## config.mk

```make
export PLATFORM = sky130hd
export DESIGN_NAME = lsu_ctrl
export DESIGN_NICKNAME = d
export VERILOG_FILES = /design/src/rtl/riscv_pkg.sv /design/src/rtl/lsu_decode.sv /design/src/rtl/lsu_ctrl.sv
export SDC_FILE = /design/constraint.sdc
export NUM_CORES = 1
export LEC_CHECK = 0
export CAP_MARGIN = 20
export CORE_MARGIN = 4
export CORE_UTILIZATION = 40
export DETAILED_ROUTE_END_ITERATION = 10
export PLACE_DENSITY = 0.81
export SETUP_SLACK_MARGIN = 0.1
export SLEW_MARGIN = 0
export SYNTH_ARGS = -nofsm -noshare
export SYNTH_HDL_FRONTEND = slang
export SYNTH_SLANG_ARGS = --single-unit
```

## constraint.sdc

```tcl
create_clock -name clk -period 4.45 [get_ports clk]
set_input_delay 0.6675 -clock clk [delete_from_list [all_inputs] [get_ports clk]]
set_output_delay 0.6675 -clock clk [all_outputs]
set_load 0.01 [all_outputs]
```

## src/rtl/riscv_pkg.sv

```systemverilog
// Shared RV32I definitions for the load/store path: funct3 widths, fault codes,
// the core's memory-phase state code and the LSU sequencer state encoding.
package riscv_pkg;

  localparam logic [2:0] F3_B  = 3'd0;
  localparam logic [2:0] F3_H  = 3'd1;
  localparam logic [2:0] F3_W  = 3'd2;
  localparam logic [2:0] F3_BU = 3'd4;
  localparam logic [2:0] F3_HU = 3'd5;

  // Core control FSM presents this state to data memory while mem_phase is high.
  localparam logic [2:0] MEM_STATE = 3'd6;

  typedef enum logic [1:0] {
    FLT_NONE     = 2'd0,
    FLT_MISALIGN = 2'd1,
    FLT_RANGE    = 2'd2,
    FLT_ILLEGAL  = 2'd3
  } fault_e;

  typedef enum logic [1:0] {
    LSU_IDLE,
    LSU_ACCESS,
    LSU_CAPTURE,
    LSU_FAULT
  } lsu_state_e;

  typedef struct packed {
    logic lb;
    logic lbu;
    logic lh;
    logic lhu;
    logic lw;
    logic sb;
    logic sh;
    logic sw;
  } size_oh_t;

endpackage

```

## src/rtl/lsu_decode.sv

```systemverilog
// Combinational load/store decode: size one-hot, byte count, access address and fault.
// LSU_MISALIGN_TRAP_EN defined: misaligned accesses fault; undefined: address is aligned down.
module lsu_decode
  import riscv_pkg::*;
#(
  parameter int unsigned MEM_BYTES = 4096
) (
  input  logic        is_load,
  input  logic        is_store,
  input  logic [2:0]  funct3,
  input  logic [31:0] addr,
  output size_oh_t    size_oh,
  output logic [2:0]  nbytes,
  output logic [31:0] acc_addr,
  output fault_e      fault
);

  logic        illegal;
  logic        misaligned;
  logic [1:0]  low_bits;
  logic [32:0] last_byte;

  // NOTE: every always_comb output gets a default first so no path can infer a latch.
  always_comb begin
    size_oh = '0;
    nbytes  = 3'd1;
    illegal = 1'b0;
    if (is_load == is_store) begin
      illegal = 1'b1;
    end else if (is_load) begin
      case (funct3)
        F3_B:    size_oh.lb  = 1'b1;
        F3_BU:   size_oh.lbu = 1'b1;
        F3_H:    begin size_oh.lh  = 1'b1; nbytes = 3'd2; end
        F3_HU:   begin size_oh.lhu = 1'b1; nbytes = 3'd2; end
        F3_W:    begin size_oh.lw  = 1'b1; nbytes = 3'd4; end
        default: illegal = 1'b1;
      endcase
    end else begin
      case (funct3)
        F3_B:    size_oh.sb = 1'b1;
        F3_H:    begin size_oh.sh = 1'b1; nbytes = 3'd2; end
        F3_W:    begin size_oh.sw = 1'b1; nbytes = 3'd4; end
        default: illegal = 1'b1;
      endcase
    end
  end

  assign low_bits = (nbytes == 3'd4) ? addr[1:0] :
                    (nbytes == 3'd2) ? {1'b0, addr[0]} : 2'b00;

`ifdef LSU_MISALIGN_TRAP_EN
  assign misaligned = |low_bits;
  assign acc_addr   = addr;
`else
  assign misaligned = 1'b0;
  assign acc_addr   = {addr[31:2], addr[1:0] & ~low_bits};
`endif

  // 33-bit sum so an access that wraps past 0xFFFFFFFF lands out of range.
  assign last_byte = {1'b0, acc_addr} + {30'd0, nbytes} - 33'd1;

  always_comb begin
    if (illegal)                          fault = FLT_ILLEGAL;
    else if (misaligned)                  fault = FLT_MISALIGN;
    else if (last_byte >= 33'(MEM_BYTES)) fault = FLT_RANGE;
    else                                  fault = FLT_NONE;
  end

endmodule

```

## src/rtl/lsu_ctrl.sv

```systemverilog
// Load/store sequencer in front of the byte-addressed data memory of the multi-cycle RV32I core.
// Misaligned handling is selected by LSU_MISALIGN_TRAP_EN (trap when defined, align down otherwise).
module lsu_ctrl
  import riscv_pkg::*;
#(
  parameter int unsigned MEM_BYTES = 4096
) (
  input  logic        clk,
  input  logic        rst,
  input  logic        req_valid,
  output logic        req_ready,
  input  logic        is_load,
  input  logic        is_store,
  input  logic [2:0]  funct3,
  input  logic [31:0] base,
  input  logic [31:0] offset,
  input  logic [31:0] store_data,
  output logic        mem_phase,
  output logic        mem_enabled,
  output logic        mem_load_enable,
  output logic        mem_store_enable,
  output logic        mem_is_lb,
  output logic        mem_is_lbu,
  output logic        mem_is_lh,
  output logic        mem_is_lhu,
  output logic        mem_is_lw,
  output logic        mem_is_sb,
  output logic        mem_is_sh,
  output logic        mem_is_sw,
  output logic [31:0] mem_address,
  output logic [31:0] mem_data_in,
  input  logic [31:0] mem_data_out,
  output logic        resp_valid,
  output logic [31:0] resp_data,
  output logic [1:0]  resp_fault,
  output logic [31:0] resp_addr
);

  lsu_state_e  state;
  size_oh_t    size_oh_q;
  logic [31:0] addr_q;
  logic        is_load_q;
  logic        resp_load_q;

  logic [31:0] eff_addr;
  size_oh_t    dec_oh;
  logic [2:0]  dec_nbytes_unused;
  logic [31:0] dec_addr;
  fault_e      dec_fault;

  assign eff_addr = base + offset;

  lsu_decode #(
    .MEM_BYTES (MEM_BYTES)
  ) u_decode (
    .is_load  (is_load),
    .is_store (is_store),
    .funct3   (funct3),
    .addr     (eff_addr),
    .size_oh  (dec_oh),
    .nbytes   (dec_nbytes_unused),
    .acc_addr (dec_addr),
    .fault    (dec_fault)
  );

  // NOTE: sequential state uses non-blocking assignments only, so every register sees pre-edge values.
  always_ff @(posedge clk or posedge rst) begin
    if (rst) begin
      state            <= LSU_IDLE;
      req_ready        <= 1'b1;
      mem_phase        <= 1'b0;
      mem_enabled      <= 1'b0;
      mem_load_enable  <= 1'b0;
      mem_store_enable <= 1'b0;
      size_oh_q        <= '0;
      mem_address      <= '0;
      mem_data_in      <= '0;
      addr_q           <= '0;
      is_load_q        <= 1'b0;
      resp_valid       <= 1'b0;
      resp_fault       <= FLT_NONE;
      resp_addr        <= '0;
      resp_load_q      <= 1'b0;
    end else begin
      // Strobes and response fields are single-cycle pulses unless re-asserted below.
      mem_phase        <= 1'b0;
      mem_enabled      <= 1'b0;
      mem_load_enable  <= 1'b0;
      mem_store_enable <= 1'b0;
      size_oh_q        <= '0;
      resp_valid       <= 1'b0;
      resp_fault       <= FLT_NONE;
      resp_addr        <= '0;
      resp_load_q      <= 1'b0;

      case (state)
        LSU_IDLE: begin
          if (req_valid && req_ready) begin
            req_ready <= 1'b0;
            addr_q    <= dec_addr;
            is_load_q <= is_load;
            if (dec_fault != FLT_NONE) begin
              state      <= LSU_FAULT;
              resp_valid <= 1'b1;
              resp_fault <= dec_fault;
              resp_addr  <= dec_addr;
            end else begin
              state            <= LSU_ACCESS;
              mem_phase        <= 1'b1;
              mem_enabled      <= 1'b1;
              mem_load_enable  <= is_load;
              mem_store_enable <= is_store;
              size_oh_q        <= dec_oh;
              mem_address      <= dec_addr;
              mem_data_in      <= store_data;
            end
          end
        end

        LSU_ACCESS: begin
          state       <= LSU_CAPTURE;
          resp_valid  <= 1'b1;
          resp_addr   <= addr_q;
          resp_load_q <= is_load_q;
        end

        default: begin
          state     <= LSU_IDLE;
          req_ready <= 1'b1;
        end
      endcase
    end
  end

  // NOTE: memory registers its read data on the same edge that enters CAPTURE, so the
  // data path is a gate on a registered select rather than another register stage.
  assign resp_data = resp_load_q ? mem_data_out : 32'd0;

  assign mem_is_lb  = size_oh_q.lb;
  assign mem_is_lbu = size_oh_q.lbu;
  assign mem_is_lh  = size_oh_q.lh;
  assign mem_is_lhu = size_oh_q.lhu;
  assign mem_is_lw  = size_oh_q.lw;
  assign mem_is_sb  = size_oh_q.sb;
  assign mem_is_sh  = size_oh_q.sh;
  assign mem_is_sw  = size_oh_q.sw;

endmodule

```

# Word-level counts from Yosys, hierarchy flattened
# Cells that the tools add are included.
[totals] inputBits=136 n_memories=0 romBits=0 latchBits=0 regBits=147 ram_bits=0 elab_cells=96
[op_classes] n_eq_ne=9 muxes=48 n_reduce_logical=10 n_addsub=3 order_cmp=1 shift=0 bitwise_logic=4 n_div=0 mul=0
[op_table] op="32-bit 2-to-1 mux" n=3
[op_table] op="32-bit one-hot mux with 2 select lines" n=1
[op_table] op="32-bit by 3-bit adder with 33-bit output" n=1
[op_table] op="33-bit by 13-bit greater-or-equal comparator with 1-bit output, second input constant" n=1
[op_table] op="33-bit by 1-bit subtractor with 33-bit output, second input constant" n=1
[op_table] op="32-bit adder" n=1
[op_table] op="8-bit 2-to-1 mux" n=4
[op_table] op="1-bit 2-to-1 mux" n=23
[op_table] op="2-bit 2-to-1 mux" n=8
[op_table] op="3-bit one-hot mux with 2 select lines" n=2
[op_table] op="3-bit == test, second input constant" n=3
[op_table] op="3-bit 2-to-1 mux" n=3
[op_table] op="3-bit by 2-bit == test with 1-bit output, second input constant" n=2
[op_table] op="5-bit 2-to-1 mux" n=1
[op_table] op="5-bit OR reduction" n=1
[op_table] op="1-bit one-hot mux with 2 select lines" n=2
[op_table] op="2-bit one-hot mux with 2 select lines" n=1
[op_table] op="2-bit AND reduction" n=2
[op_table] op="3-bit by 1-bit == test with 1-bit output, second input constant" n=1
[op_table] op="3-bit zero test" n=1
[op_table] op="3-bit AND reduction" n=1
[op_table] op="3-bit OR reduction" n=1
[op_table] op="2-bit AND" n=1
[op_table] op="2-bit by 1-bit == test with 1-bit output, second input constant" n=1
[op_table] op="8 further kinds" n=9

# Depth between registers and ports, before layout
# Gate-level depths: netlist (run 1).
[depth] ltp_word=19 mapped_depth=25

# By module
# Synthesis (run 1) repeated with hierarchy kept, for this count alone.
[unflattened] cells_unflattened=1136 area_unflattened_um2=9790.6
[by_module_without_submodules] mod="lsu_ctrl" cells_per_inst=732 instances=1 area_each_um2=7241.9 seq_area_each_um2=3679.8
[by_module_without_submodules] mod="lsu_decode" cells_per_inst=404 instances=1 area_each_um2=2548.7 seq_area_each_um2=0.0

# Worst setup path before layout (run 1)
# No wires, ideal clock.
[synth_timing] path_type="input-to-reg" from="input port offset[0]" to="register mem_data_in[31]" n_path_buf=2 path_slack_ps=-2519 path_stages=25 arrival_time_ps=6844 path_cell_list="ha_1 fa_1 a21o_1 a221oi_1 o21bai_1 a222oi_1 a21oi_1 and2_1 o21a_1 nor2_1 xor2_1 inv_1 ha_1 clkbuf_1 nand2_1 o21a_1 o221a_2 nand3_1 mux2i_1 or4_1 or4_1 or4_4 nor4_4 buf_6 mux2_2"
[synth_rtl] item="start: declaration" line="lsu_ctrl.sv:16" rtl="input logic [31:0] offset,"
[synth_rtl] item="32-bit adder" line="lsu_ctrl.sv:51" rtl="assign eff_addr = base + offset;"
[synth_rtl] item="via dec_addr[24]" line="lsu_ctrl.sv:48" rtl="logic [31:0] dec_addr;"
[synth_rtl] item="32-bit by 3-bit adder with 33-bit output" line="lsu_decode.sv:61" rtl="assign last_byte = {1'b0, acc_addr} + {30'd0, nbytes} - 33'd1;"
[synth_rtl] item="33-bit by 1-bit subtractor with 33-bit output" line="lsu_decode.sv:61"
[synth_rtl] item="33-bit by 13-bit greater-or-equal comparator with 1-bit output" line="lsu_decode.sv:66" rtl="else if (last_byte >= 33'(MEM_BYTES)) fault = FLT_RANGE;"
[synth_rtl] item="2-bit 2-to-1 mux" line="lsu_decode.sv:66"
[synth_rtl] item="2-bit 2-to-1 mux" line="lsu_decode.sv:64" rtl="if (illegal) fault = FLT_ILLEGAL;"
[synth_rtl] item="2-bit nonzero test" line="lsu_ctrl.sv:102" rtl="if (dec_fault != FLT_NONE) begin"
[synth_rtl] item="1-bit inverter (no line)"
[synth_rtl] item="3-bit AND reduction (no line)"
[synth_rtl] item="end signal: assignment" line="lsu_ctrl.sv:115" rtl="mem_data_in <= store_data;"
[synth_rtl] item="end: declaration" line="lsu_ctrl.sv:31" rtl="output logic [31:0] mem_data_in,"
# The timed path passes the listed nets, and every way through them passes these cells.
# A chain may end at the register's enable or synchronous reset.

# Final worst setup path (run 1)
[layout_timing] from="input port offset[0]" to="register mem_data_in[29]"
# The elaborated chain is that of the path after synthesis.

==> results of run 1 <==
==> worst max path at each step <==
stage / from / endpoint / slack [ps] / depth (start not counted)
floorplan: offset[0] / mem_data_in[31]$_DFFE_PP0P_ / -1940 / 25
global placement: offset[0] / mem_data_in[25]$_DFFE_PP0P_ / -2590 / 27
detailed placement: offset[0] / mem_data_in[27]$_DFFE_PP0P_ / -2730 / 27
global route: offset[0] / mem_data_in[28]$_DFFE_PP0P_ / -1990 / 29
finish: offset[0] / mem_data_in[29]$_DFFE_PP0P_ / -1870 / 28
CTS: offset[0] / mem_data_in[6]$_DFFE_PP0P_ / -1880 / 28
==> final cells by class <==
cell class | count | share of cell area
multi-input cells | 771 | 0.372
clock buffers | 17 | 0.0254
inverters | 64 | 0.0145
repair buffers | 616 | 0.331
well taps | 319 | 0.0238
diodes | 2 | 0.000298
clock inverters | 15 | 0.0139
flip-flops and latches | 147 | 0.219
==> worst register-to-register path: stages (launching register included) <==
cell and delay [ps]:
dfrtp_1 440, nand3b_1 220, or2_2 550, nor4_4 400, buf_6 180, buf_12 130, clkbuf_16 140, mux2_2 330
==> layout by cell type (no fill, tap or decap), drive strengths merged, types with 20 or more instances in the layout <==
master,instances
a21oi,62
a22o,31
and2,40
buf,336
clkbuf,20
clkdlybuf4s50,262
dfrtp,146
ha,65
inv,72
mux2,64
nand2,93
nor2,47
o21ai,71
xnor2,32
==> through the flow <==
step | area [sq um] | total power, mW | hold WS (ps) | std cells | utilization
after floorplan | 9890 | 3.73 | 437 | 1034 | -
after global placement | 15100 | 5.73 | 449 | 1885 | 0.639
after detailed placement | 15100 | 5.81 | 458 | 1885 | 0.639
after CTS | 16200 | 7.58 | 475 | 1930 | 0.686
after global routing | 16800 | 8.25 | 503 | 1951 | 0.708
final | 16800 | 7.76 | 471 | 1951 | 0.708
==> routing by layer <==
layer,up-vias,GRT usage,share of wire
met5,-,0,0
met4,0,0.106,0.040
met3,93,0.0449,0.058
met2,394,0.498,0.51
met1,5079,0.317,0.39
li1,4943,-,-
==> what timing repair did <==
item,CTS,global route
buffers inserted,11,15
hold endpoints to repair,0,0
setup endpoints to repair,110,110
pin swaps,18,23
cloned,2,4
resized for setup,82,73
==> power by group <==
group          internal [mW]  total, mW  switching (mW)
Combinational           2.22       4.36            2.14
Clock                  0.970       1.65           0.677
Sequential              1.60       1.74           0.141
Total                   4.80       7.76            2.96
==> kinds of logic (layout without fill, tap and decap cells) <==
kind of cell / Yosys count / in the layout
other: 0 / 2
flip-flops: 147 / 147
buffers and inverters: 116 / 712
AO/OA/AOI/OAI: 299 / 299
AND/OR/NAND/NOR: 289 / 289
adder cells (fa/ha/maj): 67 / 67
XOR/XNOR: 47 / 47
multiplexers: 69 / 69
==> sequential cells by signal (all words and copies together), names as in the netlist, 2 cells and up <==
register / count
addr_q: 32
mem_address: 32
mem_data_in: 32
resp_addr: 32
resp_fault: 2
state: 2
==> qor.csv, run 1 <==
stage,metric,value,unit
clock_tree,cts_root_buf,clkbuf_16,
yosys,yosys.area_share.adder,0.0878,
sta,slew_headroom,0.437,
route,wirelength,38.1,mm
place,io_buffers,279,
sta,fmax,158,MHz
layout,final_nets,1820,
layout,multiInputGateArea,6240,sq um
min_path,hold_path_depth,2,
setup_path,crit_fanout,5,
yosys,synth-simple-area-share,0.152,
layout,fillers,1717,
route,via_per_inst,5.39,
run_status,violations,negative setup slack,
sta,grt_setup_unrepaired,true,
route,drc,0,
min_path,holdCritStartpoint,is_load_q$_DFFE_PP0P_,
die,num_io_pins,280,
sta,setup_viol,110,
route,drtAntennaViolNets,0,
yosys,synthTopCellsByArea,"dfrtp_1, ha_1, mux2_2",
run,timing.max_cap.violations,0,
setup_path,crit_family,simple AND/OR/NAND/NOR gates,
yosys,yosys.area_share.xor_xnor,0.0424,
power,power_leakage,7.77,nW
yosys,synth_top_family_by_area,compound AO/OA/AOI/OAI gates,
yosys,ys_ff_latch,147,
setup_path,ff2ff_path_depth,7,
clock_tree,numCtsBuffers,17,
place,post-place-ws,-2730,ps
sta,worst_slack,-1870,ps
route,via_count,10509,
sta,skew,11.1,ps
yosys,seq_area_frac_synth,0.379,
power,ir_drop,291,uV
clock_tree,clock_latency,430,ps
setup_path,r2r_start,state[1]$_DFFE_PP0N_,
yosys,synthArstFlopShare,1.00,
clock_tree,clock_path_buffers,2,
die,rows,56,
setup_path,crit_required,4770,ps
min_path,holdPathEnd,is_load_q$_DFFE_PP0P_,
yosys,muxShareOfSynthArea,0.0793,
place,dp_hpwl,28.4,mm
setup_path,slowest_delay,510,ps
grt,grt_pass1_vias,10876,
yosys,ys.flop_type,dfrtp_1,
yosys,synth_most_common_cell,dfrtp_1,
min_path,hold_path_class,flip-flop to flip-flop,
clock_tree,htreeDepth,4,
power,power.density,462,nW/um^2
route,initialDrtViolationCount,569,
sta,hold_viol,0,
yosys,syn-cell-area,9720,sq um
route,drt-wirelength-per-cell,19.5,um
layout,seq_area,3680,sq um
yosys,yosys_warnings,0,
sta,finalSetupTns,-180460,ps
die,die_width,164,um
setup_path,end_kind,flip-flop,
route,dr.pass1.iters,6,
die,start_util,0.410,
place,gp_congestion,0.880,
clock_tree,holdBufCountCts,0,
yosys,synth_cells,1034,
sta,period_minus_slack,6320,ps
layout,drive_above_1_share,0.323,
grt,grt_pass1_wl,57.6,mm
setup_path,start_kind,input port,
yosys,synth-compound-area-share,0.209,
sta,worst_pin_slew,841,ps
yosys,synth_cell_types,73,
grt,grt_remaining_overflow,0,
sta,min_period_over_period,1.42,
yosys,syn-num-nets,1237,
die,core,23700,sq um
grt,antenna_found_initial,2,
run_status,status,finished with violations,
die,die_area,26800,sq um
setup_path,r2r-end,mem_data_in[29]$_DFFE_PP0P_,
clock_tree,cts_tree,yes,
setup_path,cp_num_buf_inv,6,
setup_path,crit_type,input port to flip-flop,
sta,final-max-slew-violation-count,0,
clock_tree,cts.sinks,147,
setup_path,rrSetupSlack,1940,ps
grt,grt_start_max_net_pins,100,
yosys,synth_edf_count,0,
yosys,avgSynthCellArea,9.40,sq um
yosys,netlist_top_cells_count,"dfrtp_1, nand2_1, o21ai_0",
yosys,yosysTopAreaCell,dfrtp_1,
layout,syn_to_final_growth,72.7,%
yosys,yosys.area.top_type_share,0.376,
clock_tree,clkTransAtPathRegs,70,ps
setup_path,cp_slowest_cell,or4_1,
grt,grt_use_total,0.272,
die,die_h,164,um
setup_path,cp.arrival,6640,ps
(Power assumes the default switching activity.)
==> inputs of run 2 (changes only) <==
Settings changed: SETUP_SLACK_MARGIN 0.1 to unset.
==> run 2 against run 1 <==
Against the previous run:
- the flow still finishes with violations (negative setup slack)
- sequential cell count unchanged
- sequential share of layout area is 0.089 points higher
- maximum frequency barely moved
- largest power group unchanged
==> qor.csv, run 2 (synthesis gave the netlist of run 1 again) <==
stage,metric,value,unit
power,power_leakage,7.74,nW
setup_path,start_kind,input port,
route,initialDrtViolationCount,508,
setup_path,cp_slowest_cell,or4_1,
die,rows,56,
run,timing.max_cap.violations,0,
setup_path,ff2ff_path_depth,7,
clock_tree,holdBufCountCts,0,
place,dp_hpwl,28.4,mm
power,ir_drop,291,uV
setup_path,crit_family,simple AND/OR/NAND/NOR gates,
layout,drive_above_1_share,0.321,
route,via_per_inst,5.40,
sta,slew_headroom,0.428,
route,via_count,10514,
grt,grt_start_max_net_pins,100,
power,power.density,465,nW/um^2
sta,setup_viol,110,
die,die_width,164,um
setup_path,startpoint,offset[0],
clock_tree,numCtsBuffers,17,
grt,grt.met3_usage,0.0449,
power,power.total,7.76,mW
sta,min_period_over_period,1.42,
clock_tree,clock_latency,430,ps
clock_tree,cts_tree,yes,
layout,syn_to_final_growth,72.0,%
layout,stdcell_count,1948,
layout,final_nets,1817,
setup_path,crit_type,input port to flip-flop,
setup_path,crit_required,4770,ps
sta,grt_setup_unrepaired,true,
clock_tree,cts_root_buf,clkbuf_16,
sta,skew,12.2,ps
place,io_buffers,279,
setup_path,r2r_start,state[1]$_DFFE_PP0N_,
route,dr.pass1.iters,5,
route,wirelength,38.1,mm
min_path,hold_path_depth,2,
grt,grt.busiest_layer,met2,
place,dp.cells,1885,
clock_tree,htreeDepth,4,
sta,worst_slack,-1870,ps
sta,final-max-slew-violation-count,0,
grt,grt_util_met2,0.498,
clock_tree,clock_path_buffers,2,
layout,final_cell_mix,"buf_4, clkdlybuf4s50_1, dfrtp_1, nand2_1, inv_1",
setup_path,cp_num_buf_inv,6,
grt,grt_util_met1,0.317,
min_path,hold_path_class,flip-flop to flip-flop,
min_path,holdCritStartpoint,is_load_q$_DFFE_PP0P_,
sta,period_minus_slack,6320,ps
sta,finalSetupTns,-180230,ps
layout,final_common_cell,buf_4,
place,gp_congestion,0.880,
sta,hold_viol,0,
run_status,status,finished with violations,
layout,final_util,0.705,
setup_path,cp.arrival,6640,ps
setup_path,slowest_delay,510,ps
clock_tree,cts.sinks,147,
setup_path,worst-path-stages,28,
grt,antenna_found_initial,2,
die,core,23700,sq um
setup_path,end_kind,flip-flop,
grt,grt_pass1_vias,10876,
grt,grt_remaining_overflow,0,
die,start_util,0.410,
sta,fmax,158,MHz
die,num_io_pins,280,
route,drtAntennaViolNets,0,
sta,worst_pin_slew,855,ps
die,die_h,164,um
setup_path,crit_fanout,5,
run_status,violations,negative setup slack,
die,die_area,26800,sq um
clock_tree,clkTransAtPathRegs,70,ps
route,drt-wirelength-per-cell,19.6,um
route,drc,0,
grt,grt_pass1_wl,57.6,mm
grt,grt_use_total,0.272,
==> run 2: cell types whose count changed in the layout (fill, tap and decap cells not counted) <==
cell    change
mux2_4      -6
mux2_2      +5
buf_6       -4
buf_4       +2
buf_8       -1
mux2_1      +1
==> run 2: power breakdown <==
part	switching, mW	internal (mW)
clock	0.675	0.970
sequential	0.140	1.60
combinational	2.15	2.22
==> run 2: path summary, 6_finish.rpt <==
kind                                               end  slack [ps]
setup / recovery           mem_data_in[24]$_DFFE_PP0P_       -1870
hold reg to reg                  is_load_q$_DFFE_PP0P_         470
max in group asynchronous      resp_addr[13]$_DFF_PP0_        3130
setup reg to reg           mem_data_in[24]$_DFFE_PP0P_        1950
min in group asynchronous  mem_address[25]$_DFFE_PP0P_         520
hold / removal                   is_load_q$_DFFE_PP0P_         470
==> run 2: area by class of cell <==
| type | count | area [sq um] |
|---|---|---|
| Multi-Input combinational cell | 771 | 6220 |
| Fill cell | 1727 | 6980 |
| Clock buffer | 17 | 425 |
| Timing Repair Buffer | 613 | 5500 |
| Tap cell | 319 | 399 |
| Clock inverter | 15 | 234 |
| Inverter | 64 | 244 |
| Sequential cell | 147 | 3680 |
| Antenna cell | 2 | 5.00 |
==> run 2: layer usage <==
layer / up-vias / wire [um]
li1: 4942 / -
met4: 0 / 1330
met2: 380 / 19700
met3: 73 / 2170
met5: - / 0
met1: 5119 / 14900
==> run 2: worst reg2reg max path: cells and delay by family (launching register included) <==
kind / cells / cell delay [ps]
mux: 1 / 330
simple gates: 3 / 1180
buf+inv: 3 / 450
flops: 1 / 440
==> run 2: timing repair <==
action	in CTS	in global routing
setup endpoints to repair	110	110
resized for setup	82	66
pin swaps	18	23
buffers inserted	11	15
cloned	2	3
==> run 2: through the flow <==
stage	instance area [sq um]	hold slack (ps)	worst slack [ps]
6_report	16700	470	-1870
5_1_grt	16700	503	-2030
4_1_cts	16200	475	-1880
3_5_place_dp	15100	458	-2730
3_3_place_gp	15100	449	-2590
2_1_floorplan	9890	437	-1940
==> inputs of run 3 (changes only) <==
Settings changed: CTS_CLUSTER_DIAMETER set to 100.
==> results of run 3 <==
Final layout, timing and power as in run 2 (identical DEF).
